$ cat src/rtl/gsensor_spi_reader_pkg.sv
// Shared constants for the ADXL345 SPI reader: register map, configuration
// values, command bits and the controller state encoding.
package gsensor_pkg;

  localparam logic [7:0] REG_BW_RATE     = 8'h2C;
  localparam logic [7:0] REG_POWER_CTL   = 8'h2D;
  localparam logic [7:0] REG_DATA_FORMAT = 8'h31;
  localparam logic [7:0] REG_DATAX0      = 8'h32;

  localparam logic [7:0] CFG_DATA_FORMAT = 8'h08;
  localparam logic [7:0] CFG_BW_RATE     = 8'h0A;
  localparam logic [7:0] CFG_POWER_CTL   = 8'h08;

  localparam logic [7:0] CMD_R  = 8'h80;
  localparam logic [7:0] CMD_MB = 8'h40;
  localparam logic [7:0] RD_CMD = CMD_R | CMD_MB | REG_DATAX0;

  localparam int CFG_BYTES = 2;
  localparam int RD_BYTES  = 7;

  typedef enum logic [2:0] {
    PWR_WAIT    = 3'd0,
    CFG_XFER    = 3'd1,
    CFG_GAP     = 3'd2,
    SAMPLE_WAIT = 3'd3,
    RD_XFER     = 3'd4,
    RD_DONE     = 3'd5
  } state_e;

  function automatic logic [15:0] cfg_word(input logic [1:0] idx);
    case (idx)
      2'd0:    cfg_word = {REG_DATA_FORMAT, CFG_DATA_FORMAT};
      2'd1:    cfg_word = {REG_BW_RATE, CFG_BW_RATE};
      2'd2:    cfg_word = {REG_POWER_CTL, CFG_POWER_CTL};
      default: cfg_word = 16'h0000;
    endcase
  endfunction

endpackage

$ cat src/rtl/gsensor_spi_reader_if.sv
// Accelerometer SPI pins plus the sample/status outputs of the reader.
interface gsensor_spi_reader_if;
  logic               o_gsensor_cs_n;
  logic               o_gsensor_sclk;
  logic               o_gsensor_sdi;
  logic               i_gsensor_sdo;
  logic signed [15:0] o_x;
  logic signed [15:0] o_y;
  logic signed [15:0] o_z;
  logic               o_valid;
  logic               o_init_done;
  logic               o_busy;

  modport master (
    output o_gsensor_cs_n, o_gsensor_sclk, o_gsensor_sdi,
    output o_x, o_y, o_z, o_valid, o_init_done, o_busy,
    input  i_gsensor_sdo
  );

  modport slave (
    input  o_gsensor_cs_n, o_gsensor_sclk, o_gsensor_sdi,
    input  o_x, o_y, o_z, o_valid, o_init_done, o_busy,
    output i_gsensor_sdo
  );
endinterface

$ cat src/rtl/gsensor_spi_reader_shifter.sv
// Mode-3 SPI byte engine: one byte MSB first per start; o_done is asserted in the
// last cycle of the final high phase so a back-to-back start keeps SCLK periodic.
module spi_byte_shifter #(
  parameter int CLK_DIV = 25
) (
  input  logic       i_clk,
  input  logic       i_rst_n,
  input  logic       i_start,
  input  logic [7:0] i_tx,
  input  logic       i_sdo,
  output logic       o_sclk,
  output logic       o_sdi,
  output logic [7:0] o_rx,
  output logic       o_done
);
  localparam int DW = (CLK_DIV > 1) ? $clog2(CLK_DIV) : 1;

  logic [DW-1:0] cnt_q, cnt_d;
  logic [2:0]    bit_q, bit_d;
  logic          act_q, act_d, hi_q, hi_d, sclk_q, sclk_d, sdi_q, sdi_d;
  logic [7:0]    sh_q, sh_d, rx_q, rx_d;
  logic          half_end_s, last_s;

  assign half_end_s = (cnt_q == DW'(CLK_DIV - 1));
  assign last_s     = act_q & hi_q & half_end_s & (bit_q == 3'd7);

  // Half-period sequencing, shifting and MISO capture on the rising-edge cycle.
  always_comb begin
    cnt_d  = cnt_q;
    bit_d  = bit_q;
    act_d  = act_q;
    hi_d   = hi_q;
    sclk_d = sclk_q;
    sdi_d  = sdi_q;
    sh_d   = sh_q;
    rx_d   = rx_q;
    if (i_start && (!act_q || last_s)) begin
      act_d  = 1'b1;
      hi_d   = 1'b0;
      cnt_d  = '0;
      bit_d  = 3'd0;
      sclk_d = 1'b0;
      sdi_d  = i_tx[7];
      sh_d   = {i_tx[6:0], 1'b0};
    end else if (act_q) begin
      if (!half_end_s) begin
        cnt_d = cnt_q + DW'(1);
      end else if (!hi_q) begin
        cnt_d  = '0;
        hi_d   = 1'b1;
        sclk_d = 1'b1;
        rx_d   = {rx_q[6:0], i_sdo};
      end else if (bit_q == 3'd7) begin
        cnt_d = '0;
        act_d = 1'b0;
        sdi_d = 1'b0;
      end else begin
        cnt_d  = '0;
        hi_d   = 1'b0;
        sclk_d = 1'b0;
        sdi_d  = sh_q[7];
        sh_d   = {sh_q[6:0], 1'b0};
        bit_d  = bit_q + 3'd1;
      end
    end else begin
      sclk_d = 1'b1;
      sdi_d  = 1'b0;
    end
  end

  always_ff @(posedge i_clk or negedge i_rst_n) begin
    if (!i_rst_n) begin
      cnt_q  <= '0;
      bit_q  <= 3'd0;
      act_q  <= 1'b0;
      hi_q   <= 1'b0;
      sclk_q <= 1'b1;
      sdi_q  <= 1'b0;
      sh_q   <= 8'h00;
      rx_q   <= 8'h00;
    end else begin
      cnt_q  <= cnt_d;
      bit_q  <= bit_d;
      act_q  <= act_d;
      hi_q   <= hi_d;
      sclk_q <= sclk_d;
      sdi_q  <= sdi_d;
      sh_q   <= sh_d;
      rx_q   <= rx_d;
    end
  end

  assign o_sclk = sclk_q;
  assign o_sdi  = sdi_q;
  assign o_rx   = rx_q;
  assign o_done = last_s;
endmodule

$ cat src/rtl/gsensor_spi_reader.sv
// ADXL345 reader: power-up wait, three config writes, then periodic 6-byte burst
// reads of X/Y/Z. CS framing lives here; bit timing lives in spi_byte_shifter.
module gsensor_spi_reader
  import gsensor_pkg::*;
#(
  parameter int CLK_DIV       = 25,
  parameter int SAMPLE_TICKS  = 500000,
  parameter int POWERUP_TICKS = 100000
) (
  input logic                  i_clk,
  input logic                  i_rst_n,
  gsensor_spi_reader_if.master bus
);
  localparam int CW = $clog2(POWERUP_TICKS + 2 * CLK_DIV);
  localparam int PW = (SAMPLE_TICKS > 1) ? $clog2(SAMPLE_TICKS) : 1;

  state_e        state_q, state_d;
  logic [CW-1:0] cnt_q, cnt_d;
  logic [PW-1:0] per_q, per_d;
  logic [2:0]    byte_q, byte_d;
  logic [1:0]    cfg_q, cfg_d;
  logic          act_q, act_d, per_en_q, per_en_d, cs_n_q, cs_n_d, busy_q, busy_d;
  logic          init_q, init_d, valid_q, valid_d;
  logic [47:0]   data_q, data_d;
  logic [15:0]   x_q, x_d, y_q, y_d, z_q, z_d, cfg_w_s;
  logic          start_s, done_s, last_s, expire_s;
  logic [7:0]    tx_s, rx_s;

  spi_byte_shifter #(.CLK_DIV(CLK_DIV)) u_shifter (
    .i_clk  (i_clk),
    .i_rst_n(i_rst_n),
    .i_start(start_s),
    .i_tx   (tx_s),
    .i_sdo  (bus.i_gsensor_sdo),
    .o_sclk (bus.o_gsensor_sclk),
    .o_sdi  (bus.o_gsensor_sdi),
    .o_rx   (rx_s),
    .o_done (done_s)
  );

  // Sequencer: byte_q indexes the next byte to launch in the current frame.
  always_comb begin
    state_d  = state_q;
    cnt_d    = cnt_q;
    byte_d   = byte_q;
    cfg_d    = cfg_q;
    act_d    = act_q;
    per_en_d = per_en_q;
    cs_n_d   = cs_n_q;
    busy_d   = busy_q;
    init_d   = init_q;
    valid_d  = 1'b0;
    data_d   = data_q;
    x_d      = x_q;
    y_d      = y_q;
    z_d      = z_q;
    start_s  = 1'b0;
    cfg_w_s  = cfg_word(cfg_q);
    if (state_q == CFG_XFER) begin
      tx_s   = (byte_q == 3'd0) ? cfg_w_s[15:8] : cfg_w_s[7:0];
      last_s = (byte_q == 3'(CFG_BYTES));
    end else begin
      tx_s   = (byte_q == 3'd0) ? RD_CMD : 8'h00;
      last_s = (byte_q == 3'(RD_BYTES));
    end
    // The sample period free-runs; an expiry outside SAMPLE_WAIT is simply lost.
    expire_s = per_en_q && (per_q == PW'(SAMPLE_TICKS - 1));
    if (!per_en_q || expire_s) begin
      per_d = '0;
    end else begin
      per_d = per_q + PW'(1);
    end
    case (state_q)
      PWR_WAIT: begin
        if (cnt_q == CW'(POWERUP_TICKS - 1)) begin
          state_d = CFG_XFER;
          cnt_d   = '0;
          cs_n_d  = 1'b0;
          busy_d  = 1'b1;
          byte_d  = 3'd0;
          act_d   = 1'b0;
        end else begin
          cnt_d = cnt_q + CW'(1);
        end
      end
      CFG_XFER, RD_XFER: begin
        if (!act_q) begin
          if (cnt_q == CW'(CLK_DIV - 1)) begin
            start_s = 1'b1;
            act_d   = 1'b1;
            byte_d  = byte_q + 3'd1;
          end else begin
            cnt_d = cnt_q + CW'(1);
          end
        end else if (done_s) begin
          if (state_q == RD_XFER && byte_q >= 3'd2) begin
            data_d = {data_q[39:0], rx_s};
          end else begin
            data_d = data_q;
          end
          if (last_s) begin
            cs_n_d  = 1'b1;
            busy_d  = 1'b0;
            act_d   = 1'b0;
            cnt_d   = '0;
            state_d = (state_q == CFG_XFER) ? CFG_GAP : RD_DONE;
          end else begin
            start_s = 1'b1;
            byte_d  = byte_q + 3'd1;
          end
        end else begin
          act_d = act_q;
        end
      end
      CFG_GAP: begin
        if (cnt_q == CW'(2 * CLK_DIV - 1)) begin
          cnt_d = '0;
          if (cfg_q == 2'd2) begin
            init_d   = 1'b1;
            per_en_d = 1'b1;
            state_d  = SAMPLE_WAIT;
          end else begin
            cfg_d   = cfg_q + 2'd1;
            state_d = CFG_XFER;
            cs_n_d  = 1'b0;
            busy_d  = 1'b1;
            byte_d  = 3'd0;
          end
        end else begin
          cnt_d = cnt_q + CW'(1);
        end
      end
      SAMPLE_WAIT: begin
        if (expire_s) begin
          state_d = RD_XFER;
          cs_n_d  = 1'b0;
          busy_d  = 1'b1;
          byte_d  = 3'd0;
          act_d   = 1'b0;
          cnt_d   = '0;
        end else begin
          state_d = SAMPLE_WAIT;
        end
      end
      RD_DONE: begin
        x_d     = {data_q[39:32], data_q[47:40]};
        y_d     = {data_q[23:16], data_q[31:24]};
        z_d     = {data_q[7:0],   data_q[15:8]};
        valid_d = 1'b1;
        state_d = SAMPLE_WAIT;
      end
      default: state_d = PWR_WAIT;
    endcase
  end

  always_ff @(posedge i_clk or negedge i_rst_n) begin
    if (!i_rst_n) begin
      state_q  <= PWR_WAIT;
      cnt_q    <= '0;
      per_q    <= '0;
      byte_q   <= 3'd0;
      cfg_q    <= 2'd0;
      act_q    <= 1'b0;
      per_en_q <= 1'b0;
      cs_n_q   <= 1'b1;
      busy_q   <= 1'b0;
      init_q   <= 1'b0;
      valid_q  <= 1'b0;
      data_q   <= 48'h0;
      x_q      <= 16'h0000;
      y_q      <= 16'h0000;
      z_q      <= 16'h0000;
    end else begin
      state_q  <= state_d;
      cnt_q    <= cnt_d;
      per_q    <= per_d;
      byte_q   <= byte_d;
      cfg_q    <= cfg_d;
      act_q    <= act_d;
      per_en_q <= per_en_d;
      cs_n_q   <= cs_n_d;
      busy_q   <= busy_d;
      init_q   <= init_d;
      valid_q  <= valid_d;
      data_q   <= data_d;
      x_q      <= x_d;
      y_q      <= y_d;
      z_q      <= z_d;
    end
  end

  assign bus.o_gsensor_cs_n = cs_n_q;
  assign bus.o_busy         = busy_q;
  assign bus.o_init_done    = init_q;
  assign bus.o_valid        = valid_q;
  assign bus.o_x            = x_q;
  assign bus.o_y            = y_q;
  assign bus.o_z            = z_q;
endmodule

$ cat src/flat_wrapper.sv
// flat-port wrapper written by rule: the top's interface ports become plain ports
module gsensor_spi_reader_flat import gsensor_pkg::*;
#(
  parameter int CLK_DIV       = 25,
  parameter int SAMPLE_TICKS  = 500000,
  parameter int POWERUP_TICKS = 100000
)
  (i_clk, i_rst_n, bus_o_gsensor_cs_n, bus_o_gsensor_sclk, bus_o_gsensor_sdi, bus_o_x, bus_o_y, bus_o_z, bus_o_valid, bus_o_init_done, bus_o_busy, bus_i_gsensor_sdo);
  gsensor_spi_reader_if bus_i ();
  input logic i_clk;
  input logic i_rst_n;
  output wire logic [$bits(bus_i.o_gsensor_cs_n)-1:0] bus_o_gsensor_cs_n;
  output wire logic [$bits(bus_i.o_gsensor_sclk)-1:0] bus_o_gsensor_sclk;
  output wire logic [$bits(bus_i.o_gsensor_sdi)-1:0] bus_o_gsensor_sdi;
  output wire logic [$bits(bus_i.o_x)-1:0] bus_o_x;
  output wire logic [$bits(bus_i.o_y)-1:0] bus_o_y;
  output wire logic [$bits(bus_i.o_z)-1:0] bus_o_z;
  output wire logic [$bits(bus_i.o_valid)-1:0] bus_o_valid;
  output wire logic [$bits(bus_i.o_init_done)-1:0] bus_o_init_done;
  output wire logic [$bits(bus_i.o_busy)-1:0] bus_o_busy;
  input wire logic [$bits(bus_i.i_gsensor_sdo)-1:0] bus_i_gsensor_sdo;
  assign bus_o_gsensor_cs_n = bus_i.o_gsensor_cs_n;
  assign bus_o_gsensor_sclk = bus_i.o_gsensor_sclk;
  assign bus_o_gsensor_sdi = bus_i.o_gsensor_sdi;
  assign bus_o_x = bus_i.o_x;
  assign bus_o_y = bus_i.o_y;
  assign bus_o_z = bus_i.o_z;
  assign bus_o_valid = bus_i.o_valid;
  assign bus_o_init_done = bus_i.o_init_done;
  assign bus_o_busy = bus_i.o_busy;
  assign bus_i.i_gsensor_sdo = bus_i_gsensor_sdo;
  gsensor_spi_reader #(.CLK_DIV(CLK_DIV), .SAMPLE_TICKS(SAMPLE_TICKS), .POWERUP_TICKS(POWERUP_TICKS)) u_core (.i_clk(i_clk), .i_rst_n(i_rst_n), .bus(bus_i));
endmodule
$ cat config.mk
export PLATFORM = sky130hd
export DESIGN_NAME = gsensor_spi_reader_flat
export DESIGN_NICKNAME = d
export VERILOG_FILES = /design/src/rtl/gsensor_spi_reader_pkg.sv /design/src/rtl/gsensor_spi_reader_if.sv /design/src/rtl/gsensor_spi_reader_shifter.sv /design/src/rtl/gsensor_spi_reader.sv /design/src/flat_wrapper.sv
export SDC_FILE = /design/constraint.sdc
export NUM_CORES = 1
export LEC_CHECK = 0
export BUFFER_PORTS_ARGS = -buffer_cell sky130_fd_sc_hd__buf_2
export CORE_ASPECT_RATIO = 0.75
export CORE_UTILIZATION = 35
export CTS_CLUSTER_DIAMETER = 100
export DETAILED_ROUTE_END_ITERATION = 8
export PLACE_DENSITY = 0.57
export RECOVER_POWER = 25
export SYNTH_ARGS = -nofsm -noshare
export SYNTH_HDL_FRONTEND = slang
export SYNTH_SLANG_ARGS = --single-unit
$ cat constraint.sdc
create_clock -name i_clk -period 3.2 [get_ports i_clk]
set_input_delay 0.16 -clock i_clk [delete_from_list [all_inputs] [get_ports i_clk]]
set_output_delay 0.16 -clock i_clk [all_outputs]
set_load 0.1 [all_outputs]
; After elaboration in Yosys (flattened, before gate mapping)
; Cells that the tools add are included.
[totals]
ff_bits = 173
out_inout_bits = 54
word_cells = 185
in_bits = 3
[op_classes]
add_sub_neg = 6
mux = 90
bitwise = 6
n_reduce_logical = 29
order_cmp = 1
n_eq_ne = 31
[ops]
columns = operator, count
row1 = $mux W17, 7
row2 = $pmux W17 S4, 1
row3 = $mux W8, 8
row4 = $mux W3, 20
row5 = $mux W1, 43
row6 = $pmux W14 S3, 1
row7 = $add A19 B1 Y19 const B, 1
row8 = $eq A19 B19 Y1 const B, 1
row9 = $mux W19, 1
row10 = $add A17 B1 Y17 const B, 1
row11 = $eq A17 B17 Y1 const B, 1
row12 = $eq A17 B5 Y1 const B, 1
row13 = $eq A17 B6 Y1 const B, 1
row14 = $reduce_and A8 Y1, 2
row15 = $mux W5, 3
row16 = $pmux W3 S5, 1
row17 = $eq A3 B3 Y1 const B, 4
row18 = $pmux W3 S4, 1
row19 = $reduce_and A4 Y1, 3
row20 = $ne A2 B1 Y1 const B, 5
row21 = $reduce_and A5 Y1, 2
row22 = $eq A3 B2 Y1 const B, 3
row23 = $ne A3 B1 Y1 const B, 3
row24 = $ne A3 B3 Y1 const B, 3
row25 = other kinds (27), 46

; Logic depth before layout (Yosys ltp)
[logic_depth]
word_depth = 9
ltp_mapped = 9
mapped_depth_nobuf = 8

; Cells and area by module
; A second synthesis with hierarchy kept.
[hier_totals]
cells_unflattened = 740
area_unflattened_um2 = 7842.5
[by_module_without_submodules]
columns = module, n_inst, cells_each, seq_area_each_um2, area_each_um2
row1 = gsensor_spi_reader, 1, 620, 3629.7, 6523.8
row2 = spi_byte_shifter, 1, 120, 676.9, 1318.8

; Least setup slack after synthesis
; No wires, ideal clock.
[synth_timing]
path_kind = register to register
start = register u_core.u_shifter.cnt_q[0]
end = register u_core.data_q[28]
arrival_ps = 2414
setup_slack_ps = 662
n_path_buf = 2
setup_ps = 125
period_less_slack_ps = 2538
required_time_ps = 3075
path_stages_with_launch = 9
cell_sequence = dfrtp_1 inv_1 ha_1 nand4b_1 or3_1 nor3_1 clkbuf_1 buf_2 mux2_2
[synth_via]
elab_chain_len = 4
[synth_rtl]
columns = element, line
row1 = start: declaration, gsensor_spi_reader_shifter.sv:18  ; logic [DW-1:0] cnt_q, cnt_d;
row2 = start signal: assignment, gsensor_spi_reader_shifter.sv:82  ; cnt_q <= cnt_d;
row3 = $eq A5 B5 Y1, gsensor_spi_reader_shifter.sv:24  ; assign half_end_s = (cnt_q == DW'(CLK_DIV - 1));
row4 = $and A1 B1 Y1 (2 in a row), gsensor_spi_reader_shifter.sv:25  ; assign last_s = act_q & hi_q & half_end_s & (bit_q == 3'd7);
row5 = $reduce_and A4 Y1 (no line), --
row6 = end signal: assignment, gsensor_spi_reader.sv:185  ; data_q <= data_d;
row7 = end: declaration, gsensor_spi_reader.sv:24  ; logic [47:0] data_q, data_d;
; No other way between the ends.
; A chain may end at the register's enable or synchronous reset.

; Worst setup path after layout
[layout_timing]
start = register u_core.u_shifter.cnt_q[0]
end = register u_core.cnt_q[12]
[layout_via]
elab_chain_len = 5
[layout_rtl]
columns = element, line
row1 = $eq A5 B5 Y1, gsensor_spi_reader_shifter.sv:24
row2 = $and A1 B1 Y1 (2 in a row), gsensor_spi_reader_shifter.sv:25
row3 = $ne A3 B3 Y1 (no line), --
row4 = $reduce_and A5 Y1 (no line), --
row5 = end signal: assignment, gsensor_spi_reader.sv:175  ; cnt_q <= cnt_d;
row6 = end: declaration, gsensor_spi_reader.sv:18  ; logic [CW-1:0] cnt_q, cnt_d;
; No other way between the ends.

==> results by group <==
Logic synthesis
  • Post-synthesis cell type count: 56
  • Syn avg cell area: 10.4 um2
  • Post-synth top area share: 54.8%
  • Post-synthesis sequential area ratio: 55.5%
  • Post-synth EDFFs: 0
  • Ys async rst share: 100%
  • Syn nets: 768
  • Top cells by area, synth: dfrtp_1, mux2_2, nand2_1
  • Synthesis Warnings: 0
  • Area of the mapped netlist: 0.00776 mm2
  • #FFs+latches synth: 172
  • Primary FF master, synth: dfrtp_1
  • Synth area leader: dfrtp_1
  • Post-synthesis cell count: 749

Pwr
  • Net Switching: 1.04 mW
  • Power Dens Cells: 474 mW/mm2
  • Final Power: 4.30 mW
  • Logic pwr share: 1.1%
  • Register share of total power: 50.5%
  • Switching share of power: 24.2%
  • Clk pwr share: 48.4%
  • Pint: 3.26 mW
  • LEAKAGE: 4.56 nW
  • Worst vdd ir: 0.269 mV

Drt
  • Vias: 5,513
  • Final ANT Viol Nets: 0
  • DRT Wirelength: 16,200 um
  • Initial DRT Pass Iterations: 4
  • WL per Instance: 14.5 um
  • DRC viols: 0
  • DR iter-0 viols: 460
  • Vias per cell: 4.94

Global routing
  • Grt ovf: 0
  • Global-route wire length before repair: 27,000 um
  • GRT Overall Usage: 14.9%
  • Largest net degree at the start of global routing: 75
  • Vias in the first global route: 5,140
  • Initial antenna violation count: 0

Layout
  • N_diodes: 0
  • Final core utilization: 42.3%
  • Layout Nets: 834
  • Layout cell share with drive strength beyond 1: 21.5%
  • Most common cell after layout, fill and taps aside: nand2_1
  • Most frequent cells in the layout: nand2_1, dfrtp_1, mux2_2
  • Layout area overhead: 16.7%
  • Layout fillers: 2,105
  • Final instance area: 0.00906 mm2
  • Post-Layout Cell Count: 1,116

Timing
  • Actual transition at the worst max-transition pin: 1.88 ns
  • Final setup fails: 0
  • Setup ws final: 0.408 ns
  • Fin. max-slew vios: 75
  • Slew HR: -25.4%
  • FMAX: 358 MHz
  • WHS: 0.468 ns
  • Final hold viol count: 0
  • RSZ-0062 raised after global routing: no
  • Setup tns final: 0 ns
  • Final Skew: 0.0105 ns
  • Final min period: 2.79 ns
  • Tcrit/Tclk final: 87.2%

Floorplan
  • Rows: 46
  • I/O pins: 57
  • DIE AREA: 0.0228 mm2
  • Chip height: 131 um
  • Initial Utilization: 36.2%
  • Core area: 0.0214 mm2
  • Chip Width: 174 um

CTS
  • Max clock buf depth: 2
  • CTS H-Tree Depth: 4
  • Sink Count: 172
  • TritonCTS clock tree: built
  • CTS buffer count: 17
  • Clk slew on worst S/H paths: 0.07 ns
  • Post-cts resize count: 0
  • Root buf cell: clkbuf_16
  • Clk_lat worst skew: 0.43 ns

Place
  • Post-DP Area: 0.00845 mm2
  • Dpl ws: 0.472 ns
  • Placer Congestion: 0.814
  • Placed Cells: 1,082
  • Port bufs: 56
  • Post-DP HPWL: 10,900 um

Worst setup path
  • CP endpoint kind: flop
  • Startpoint types: flop
  • CP Class: reg -> reg
  • WP data arrival: 3.12 ns
  • Maximum fanout along the worst path: 14
  • WP data required: 3.53 ns

Run status
  • Failing checks: capacitance limit, slew limit
  • Status: finished with violations

Job
  • Maxcap violations: 1

Min path
  • Hold Crit Class: reg -> reg
-- cells by family after synthesis --
group                      after synthesis  share of synthesized area (%)
adders and majority gates               16                           2.58
DFF                                    172                           55.5
xor gates and xnor gates                17                           1.92
AOI/OAI and AO/OA                      105                           9.00
muxes                                   67                           9.61
and+or+nand+nor                        325                           19.0
buffers and inverters                   47                           2.43
-- worst paths after layout --
| check | from | to | slack (ns) | depth (start not counted) |
|---|---|---|---|---|
| hold reg to reg | u_core.data_q[45]$_DFFE_PN0P_ | u_core.bus.o_x[5]$_DFFE_PN0P_ | 0.47 | 2 |
| hold / removal | u_core.data_q[45]$_DFFE_PN0P_ | u_core.bus.o_x[5]$_DFFE_PN0P_ | 0.47 | 2 |
| min in group asynchronous | i_rst_n | u_core.cnt_q[4]$_DFFE_PN0P_ | 0.79 | 2 |
| max in group asynchronous | i_rst_n | u_core.u_shifter.o_rx[1]$_DFFE_PN0P_ | 0.70 | 3 |
| setup reg to reg | u_core.u_shifter.cnt_q[0]$_DFFE_PN0P_ | u_core.cnt_q[12]$_DFFE_PN0P_ | 0.41 | 8 |
| setup / recovery | u_core.u_shifter.cnt_q[0]$_DFFE_PN0P_ | u_core.cnt_q[12]$_DFFE_PN0P_ | 0.41 | 8 |
-- state kept, by name (all words and copies together) (netlist names), 2 cells and up --
signal and flops:
u_core.bus.o_z 16, u_core.state_q 3, u_core.u_shifter.bit_q 3, u_core.data_q 48, u_core.u_shifter.cnt_q 5, u_core.cfg_q 2
u_core.per_q 19, u_core.cnt_q 17, u_core.u_shifter.o_rx 8, u_core.bus.o_x 16, u_core.byte_q 3, u_core.u_shifter.sh_q 7
u_core.bus.o_y 16
-- metal layers --
metal | GRT usage [%] | vias to the layer above | part of all wire (%) | routed length, um
li1 | - | 2723 | - | -
met1 | 23.4 | 2705 | 55 | 9000
met2 | 20.1 | 76 | 41 | 6600
met3 | 2.86 | 9 | 2.9 | 469
met4 | 4.95 | 0 | 1.0 | 165
met5 | 0 | - | 0 | 0
-- power by group through the flow --
stage                     clock network [mW]  logic [mW]  registers (mW)
after floorplan                            0   0.0000118            2.22
after global placement                     0      0.0529            2.21
after detailed placement                   0      0.0528            2.21
after CTS                               2.13      0.0547            2.17
after global routing                    2.21      0.0576            2.17
final                                   2.08      0.0471            2.17
-- final cells by class --
class	count	area, um2	share of cell area, %
flip-flops and latches	172	4310	47.5
well taps	288	360	3.98
clock buffers	18	439	4.85
multi-input cells	530	3280	36.2
inverters	20	75.1	0.829
repair buffers	74	433	4.78
clock inverters	14	170	1.88
-- what timing repair did --
item / 4_1_cts / 5_1_grt
buffers inserted: 0 / 0
endpoints found under the hold margin: 70 / 0
hold buffers: 2 / 0
-- cells in the mapped netlist, drive strengths merged, types with 4 or more instances --
library cell / instances
mux2: 60
or3: 7
a22o: 13
or4: 6
o31ai: 11
xor2: 11
a21o: 4
dfrtp: 170
xnor2: 6
o21ai: 36
nor3: 19
a2bb2oi: 4
buf: 8
and3: 11
nand2b: 7
nor2b: 5
nor4: 5
clkbuf: 19
nand2: 179
ha: 16
mux2i: 7
nor2: 47
a21oi: 19
inv: 19
nand3: 20
-- worst max-delay path: stages (launching register included) --
cell      delay, ns
dfrtp_1        0.42
inv_1          0.08
ha_1           0.17
nand4b_1       0.23
or3_1          0.49
o21ai_0        0.29
o21a_1         0.48
nand2b_1       0.26
o31ai_1        0.30
Power figures use the tool's default switching activity.
